[config.mk]
export PLATFORM = sky130hd
export DESIGN_NAME = uart_tx_arbiter
export DESIGN_NICKNAME = d
export VERILOG_FILES = /design/src/rtl/uart_tx_arbiter.sv
export SDC_FILE = /design/constraint.sdc
export NUM_CORES = 1
export LEC_CHECK = 0
export CAP_MARGIN = 10
export CORE_ASPECT_RATIO = 1.75
export CORE_UTILIZATION = 55
export CTS_CLUSTER_DIAMETER = 100
export DETAILED_ROUTE_END_ITERATION = 6
export DONT_BUFFER_PORTS = 1
export GPL_ROUTABILITY_DRIVEN = 0
export PLACE_DENSITY = 0.7
export SYNTH_ARGS = -nofsm -noshare
export SYNTH_HDL_FRONTEND = slang
export SYNTH_SLANG_ARGS = --single-unit
export TNS_END_PERCENT = 30
[constraint.sdc]
create_clock -name clk -period 3.3 [get_ports clk]
set_clock_uncertainty 0.1 [all_clocks]
set_input_delay 0.825 -clock clk [delete_from_list [all_inputs] [get_ports clk]]
set_output_delay 0.825 -clock clk [all_outputs]
set_load 0.01 [all_outputs]
[src/rtl/uart_tx_arbiter.sv]
// Round-robin arbiter sharing one uart transmit front end between NREQ byte
// producers, with per-message locking and a lock timeout.
module uart_tx_arbiter #(
  parameter int NREQ         = 4,
  parameter int LOCK_TIMEOUT = 1024
) (
  input  logic              clk,
  input  logic              rst_n,
  input  logic [NREQ-1:0]   req_valid,
  input  logic [8*NREQ-1:0] req_byte,
  input  logic [NREQ-1:0]   req_last,
  output logic [NREQ-1:0]   req_ack,
  output logic [7:0]        tx_byte,
  output logic              tx_en,
  input  logic              tx_ready,
  output logic [2:0]        grant_id,
  output logic              locked,
  output logic              busy,
  output logic [7:0]        timeout_cnt
);

  localparam int TW = (LOCK_TIMEOUT > 2) ? $clog2(LOCK_TIMEOUT) : 1;
  localparam logic [TW-1:0] TIMER_LAST = TW'(LOCK_TIMEOUT - 1);

  typedef enum logic [1:0] {IDLE, DRIVE, RELEASE} state_t;

  state_t          state;
  logic [2:0]      ptr;
  logic [TW-1:0]   timer;
  logic            last_q;

  logic [NREQ-1:0] elig;
  logic [NREQ-1:0] ack_vec;
  logic            sel_found;
  logic [2:0]      sel_id;
  logic [7:0]      sel_byte;
  logic            sel_last;

  // Two passes give the round-robin order: indices above the pointer first,
  // then wrap around to the pointer itself.
  always_comb begin
    elig      = '0;
    ack_vec   = '0;
    sel_found = 1'b0;
    sel_id    = '0;
    sel_byte  = '0;
    sel_last  = 1'b0;
    for (int unsigned j = 0; j < NREQ; j++) begin
      elig[j]    = req_valid[j] && (!locked || (grant_id == 3'(j)));
      ack_vec[j] = (grant_id == 3'(j));
    end
    for (int unsigned j = 0; j < NREQ; j++) begin
      if (!sel_found && elig[j] && (j > 32'(ptr))) begin
        sel_found = 1'b1;
        sel_id    = 3'(j);
        sel_byte  = req_byte[8*j +: 8];
        sel_last  = req_last[j];
      end
    end
    for (int unsigned j = 0; j < NREQ; j++) begin
      if (!sel_found && elig[j] && (j <= 32'(ptr))) begin
        sel_found = 1'b1;
        sel_id    = 3'(j);
        sel_byte  = req_byte[8*j +: 8];
        sel_last  = req_last[j];
      end
    end
  end

  always_ff @(posedge clk) begin
    if (!rst_n) begin
      state       <= IDLE;
      tx_en       <= 1'b0;
      tx_byte     <= '0;
      req_ack     <= '0;
      grant_id    <= '0;
      locked      <= 1'b0;
      busy        <= 1'b0;
      timeout_cnt <= '0;
      timer       <= '0;
      ptr         <= 3'(NREQ - 1);
      last_q      <= 1'b0;
    end else begin
      req_ack <= '0;
      case (state)
        IDLE: begin
          if (sel_found) begin
            tx_byte  <= sel_byte;
            last_q   <= sel_last;
            grant_id <= sel_id;
            ptr      <= sel_id;
            tx_en    <= 1'b1;
            busy     <= 1'b1;
            timer    <= '0;
            state    <= DRIVE;
          end else if (locked) begin
            // A found selection takes priority, so reaching here means the owner is idle.
            if (timer == TIMER_LAST) begin
              locked <= 1'b0;
              timer  <= '0;
              if (timeout_cnt != 8'hFF) timeout_cnt <= timeout_cnt + 8'd1;
            end else begin
              timer <= timer + TW'(1);
            end
          end else begin
            timer <= '0;
          end
        end
        DRIVE: begin
          if (!tx_ready) begin
            tx_en   <= 1'b0;
            req_ack <= ack_vec;
            locked  <= ~last_q;
            state   <= RELEASE;
          end
        end
        RELEASE: begin
          if (tx_ready) begin
            busy  <= 1'b0;
            state <= IDLE;
          end
        end
        default: begin
          tx_en <= 1'b0;
          busy  <= 1'b0;
          state <= IDLE;
        end
      endcase
    end
  end

endmodule

# Word level (Yosys, flattened, before mapping)
# Cells that the tools add are included.
[word_totals]
reg_bits = 42
inputBits = 43
out_inout_bits = 26
wordCells = 117
[op_classes]
add_sub_neg = 2
magnitude_cmp = 6
n_eq_ne = 11
muxes = 45
n_bitwise = 5
n_reduce_logical = 37
[op_table]
columns = ["cell", "n"]
rows = [
  ["8-bit 2-to-1 mux", 7],
  ["10-bit 2-to-1 mux", 3],
  ["1-bit 2-to-1 mux", 22],
  ["1-bit logical AND", 16],
  ["3-bit 2-to-1 mux", 5],
  ["3-bit AND reduction", 4],
  ["10-bit by 1-bit adder with 10-bit output (second input constant)", 1],
  ["10-bit == test (second input constant)", 1],
  ["8-bit by 1-bit adder with 8-bit output (second input constant)", 1],
  ["2-bit 2-to-1 mux", 4],
  ["2-bit != test (second input constant)", 4],
  ["8-bit != test (second input constant)", 1],
  ["1-bit zero test", 7],
  ["3-bit by 2-bit == test with 1-bit output (second input constant)", 2],
  ["2-bit by 3-bit greater-than comparator with 1-bit output (first input constant)", 2],
  ["2-bit by 3-bit <= comparator with 1-bit output (first input constant)", 2],
  ["1-bit case mux with 3 select lines", 2],
  ["2-bit case mux with 3 select lines", 1],
  ["1-bit NOT", 5],
  ["5-bit AND reduction", 1],
  ["1-bit logical OR", 4],
  ["3-bit by 1-bit == test with 1-bit output (second input constant)", 1],
  ["1-bit by 3-bit greater-than comparator with 1-bit output (first input constant)", 1],
  ["1-bit by 3-bit <= comparator with 1-bit output (first input constant)", 1],
  ["other kinds (8)", 8],
]

# Longest topological paths before layout
[logic_depth]
word_depth = 30
mapped_depth = 8
mapped_depth_nobuf = 7

# Least setup slack after synthesis
# OpenSTA, ideal clock, no wires.
[synth_path]
path_kind = "input port to flip-flop"
startpoint = "in req_valid[3]"
endpoint = "reg last_q"
setup_ps = 60
t_arrival_ps = 2098
required_time_ps = 3140
slack_ps = 1042
stages = 7
path_buffers = 1
path_cell_list = "inv_1 a211oi_4 clkbuf_1 nand3_1 a21o_1 o211ai_1 o2111a_1"
[synth_between]
elab_chain_len = 20
word_cells_on_any_way = 25
cone_classes = "10 x mux; 15 x reduce/logical"
[synth_rtl]
columns = ["element", "line", "text"]
rows = [
  ["start: declaration", "9", "input logic [NREQ-1:0] req_valid,"],
  ["1-bit logical AND *", "49", "elig[j] = req_valid[j] && (!locked || (grant_id == 3'(j)));"],
  ["1-bit logical AND (2 in a row)", "53", "if (!sel_found && elig[j] && (j > 32'(ptr))) begin"],
  ["1-bit 2-to-1 mux", "53", ""],
  ["1-bit zero test", "61", "if (!sel_found && elig[j] && (j <= 32'(ptr))) begin"],
  ["1-bit logical AND", "61", ""],
  ["1-bit 2-to-1 mux", "61", ""],
  ["1-bit zero test", "61", ""],
  ["1-bit logical AND (2 in a row)", "61", ""],
  ["1-bit 2-to-1 mux", "61", ""],
  ["1-bit zero test", "61", ""],
  ["1-bit logical AND (2 in a row)", "61", ""],
  ["1-bit 2-to-1 mux", "61", ""],
  ["1-bit zero test", "61", ""],
  ["1-bit logical AND (2 in a row)", "61", ""],
  ["1-bit 2-to-1 mux", "61", ""],
  ["2-bit AND reduction (no source line)", "-", ""],
  ["end signal: assignment", "89", "last_q <= sel_last;"],
  ["end: declaration", "30", "logic last_q;"],
]
# Mark *: on every way between the ends. The rest lies on a longest branch, timed or not.
# A chain may end at the register's enable or synchronous reset.

# Worst setup path after layout
[layout_path]
startpoint = "reg grant_id[1]"
endpoint = "reg tx_byte[4]"
[layout_between]
elab_chain_len = 29
word_cells_on_any_way = 45
cone_classes = "3 x eq/ne; 14 x mux; 28 x reduce/logical"
[layout_rtl]
columns = ["element", "line", "text"]
rows = [
  ["start: declaration", "16", "output logic [2:0] grant_id,"],
  ["start signal: assignment", "90", "grant_id <= sel_id;"],
  ["3-bit by 1-bit == test with 1-bit output", "49", ""],
  ["1-bit logical OR", "49", ""],
  ["1-bit logical AND", "49", ""],
  ["1-bit logical AND", "53", ""],
  ["1-bit 2-to-1 mux", "53", ""],
  ["1-bit zero test", "53", ""],
  ["1-bit logical AND (2 in a row)", "53", ""],
  ["1-bit 2-to-1 mux", "53", ""],
  ["[10 not listed]", "-", ""],
  ["1-bit 2-to-1 mux", "61", ""],
  ["1-bit zero test", "61", ""],
  ["1-bit logical AND (2 in a row)", "61", ""],
  ["1-bit 2-to-1 mux", "61", ""],
  ["1-bit zero test", "61", ""],
  ["1-bit logical AND (2 in a row)", "61", ""],
  ["1-bit 2-to-1 mux", "61", ""],
  ["2-bit AND reduction (no source line)", "-", ""],
  ["end signal: assignment", "88", "tx_byte <= sel_byte;"],
  ["end: declaration", "13", "output logic [7:0] tx_byte,"],
]
# Parallel ways exist; a longest one is shown, timed or not.

==> key figures <==
Run status
  – Status: complete, no violations

STA
  – Endpoints failing setup: 0
  – Max Fclk: 356.5 MHz
  – Measured slew at the worst slew-check pin: 815.6 ps
  – Max Slew Vio Count: 0
  – RSZ-0062 raised after global routing: no
  – Final Hold Fails: 0
  – Min Tclk post-route: 2805 ps
  – Post-route setup TNS: 0 ps
  – Final Cycle Share: 0.8499
  – Rel. slew slack: 0.4505
  – Final worst setup slack: 495.2 ps

Finish
  – Layout fillers: 435
  – Final Cell Area: 0.002656 mm2
  – Multi-input gate area: 0.001602 mm2
  – Fin util: 0.5977
  – Area Overhead vs Synth: 3.713%
  – Layout cells sized above 1: 0.08978
  – Finished Layout Cells: 374
  – # nets final: 367
  – Ant diodes: 0
  – Storage cell area: 800.8 um2

Worst setup path
  – CP top delay family: compound AO/OA/AOI/OAI gates
  – Critical Path AT: 2890 ps
  – CP Capture Type: register
  – WS Path Type: reg -> reg
  – CP max-delay cell: a211oi_4
  – CP peak stage delay: 710 ps
  – Critical Path RT: 3390 ps
  – Crit start category: register
  – Crit Path Max Fanout: 17
  – Worst-path cell chain: a21boi_1, a211oi_4, o31ai_2, a221oi_1, o211ai_1, o2111a_1
  – Buffers & Inverters on Critical Path: 0

Floorplanning
  – DIE WIDTH: 53.59 um
  – Initial Utilization: 0.5763
  – Vert. Die Dim: 92.27 um
  – Core area: 0.004444 mm2
  – DIE AREA: 0.004944 mm2
  – # IOs: 69
  – Std-Cell Rows: 32

Clock tree
  – Num CTS Buffers: 5
  – Post-CTS setup buffers: 0
  – Clk_lat worst skew: 300 ps
  – CTS max path bufs: 2
  – Reg clk slew, reported paths: 90 ps
  – Clock tree root driver cell: clkbuf_8
  – CTS tree: done
  – CTS Hold Bufs: 0
  – Clock Sinks: 40
  – H-tree depth: 2
  – Cts repair resizes: 0

Synthesis
  – Synth unique cells: 57
  – Synth area leaders: dfxtp_1 31%, nor2_1 6.0%, nand2_1 4.8%
  – Seq cells post-synth: 40
  – Yosys top cell area share: 0.3127
  – Mapped Avg Cell Area: 7.785 um2
  – Post-synth EDFFs: 0
  – Primary FF master, synth: dfxtp_1
  – Syn Std Cell Area: 0.002561 mm2
  – Post-Syn Instances: 329
  – Commonest cells post-synth: 41 x nor2_1, 40 x dfxtp_1, 33 x nand2_1
  – Synthesis Warnings: 0
  – Ys async rst share: 0
  – Syn_nets: 374
  – Cell taking the most area after synthesis: dfxtp_1
  – Most common cell in the synthesized netlist: nor2_1
  – Seq/Total Area, Yosys: 0.3127

Global route
  – Total track usage: 0.2856
  – Largest net degree at the start of global routing: 26
  – GRT overflow: 0
  – First-pass GRT wire length: 10.65 mm
  – Vias in the first global route: 2472
  – Initial antenna violation count: 0

Placement
  – Placed insts: 366
  – PortBufs: 0
  – Detail Placement HPWL: 4.878 mm
  – Dpl cell area: 0.002564 mm2
  – Post-place setup slack: 577.8 ps

Route
  – Remaining DRCs: 0
  – Wire per inst: 17.63 um
  – Drt first pass iters: 4
  – Post-Route WL: 6.595 mm
  – Drt initial violations: 67
  – DR vias: 2439
  – Antenna Violating Nets Remaining: 0
  – Vias per inst: 6.521

Power
  – Pleak: 0.9850 nW
  – Worst IR Drop VDD: 0.0002535 V
  – Pwr Density: 473.9 mW/mm2

Run
  – Max cap viols: 0

Min path
  – HP Class: reg -> reg
==> registers in the layout (all words and copies together) (netlist names), 2 cells and up <==
register and count:
ptr 2, tx_byte 8, timeout_cnt 8, timer 10, state 2, req_ack 4, grant_id 2
==> final timing paths <==
check | cells after the start | slack [ps] | startpoint | end
setup / recovery | 6 | 500 | grant_id[1] | tx_byte[4]
hold / removal | 2 | 380 | timer[1] | timer[1]
setup reg to reg | 6 | 500 | grant_id[1] | tx_byte[4]
hold reg to reg | 2 | 380 | timer[1] | timer[1]
==> through the flow <==
stage          total power, mW  hold WS [ps]
5_1_grt                  1.324         417.9
6_report                 1.259         383.7
2_1_floorplan           0.8548         349.2
3_5_place_dp            0.9203         375.6
3_3_place_gp            0.9148         359.8
4_1_cts                  1.266         387.3
==> tightest hold or removal path: cells and delay by family, from the launching register on <==
family          cells  cell delay, ps
flops               1             330
simple gates        1              60
compound gates      1              50
==> cell usage in the layout, fill, tap and decap left out, types with 8 or more instances in the layout <==
master	netlist	routed
a21o_1	8	8
a21oi_1	9	9
a221oi_1	9	9
dfxtp_1	40	40
inv_1	12	12
nand2_1	33	33
nand3_1	18	18
nor2_1	41	41
nor3_1	12	12
o2111a_1	8	8
o211ai_1	10	10
o21ai_0	23	23
or3_1	10	10
==> layer usage <==
layer | vias up | part of all wire | GRT usage
li1 | 1186 | - | -
met1 | 1160 | 0.36 | 0.2681
met2 | 81 | 0.56 | 0.5521
met3 | 12 | 0.054 | 0.05141
met4 | 0 | 0.018 | 0.1206
met5 | - | 0 | 0
==> cells by family (layout without fill, tap and decap cells) <==
| kind of cell | after synthesis | count (layout) | share of synthesized area |
|---|---|---|---|
| compound gates | 86 | 86 | 0.2487 |
| xor+xnor | 5 | 5 | 0.01710 |
| mux | 7 | 7 | 0.02833 |
| simple gates | 153 | 153 | 0.3156 |
| fa+ha+maj | 3 | 3 | 0.01417 |
| flops | 40 | 40 | 0.3127 |
| other cells | 1 | 1 | 0.001464 |
| buf+inv | 34 | 28 | 0.06203 |
==> cell type report <==
class                   instances  share of cell area
inverters                      14             0.01978
clock buffers                   6             0.03109
well taps                      51             0.02402
clock inverters                 2            0.003768
multi-input cells             255              0.6029
repair buffers                  6             0.01696
flip-flops and latches         40              0.3015
==> where the power goes <==
part           internal [mW]  switching (mW)
combinational          0.135           0.194
clock                  0.167           0.179
sequential             0.522          0.0617
Note: power is estimated with default switching activity, not from simulation.
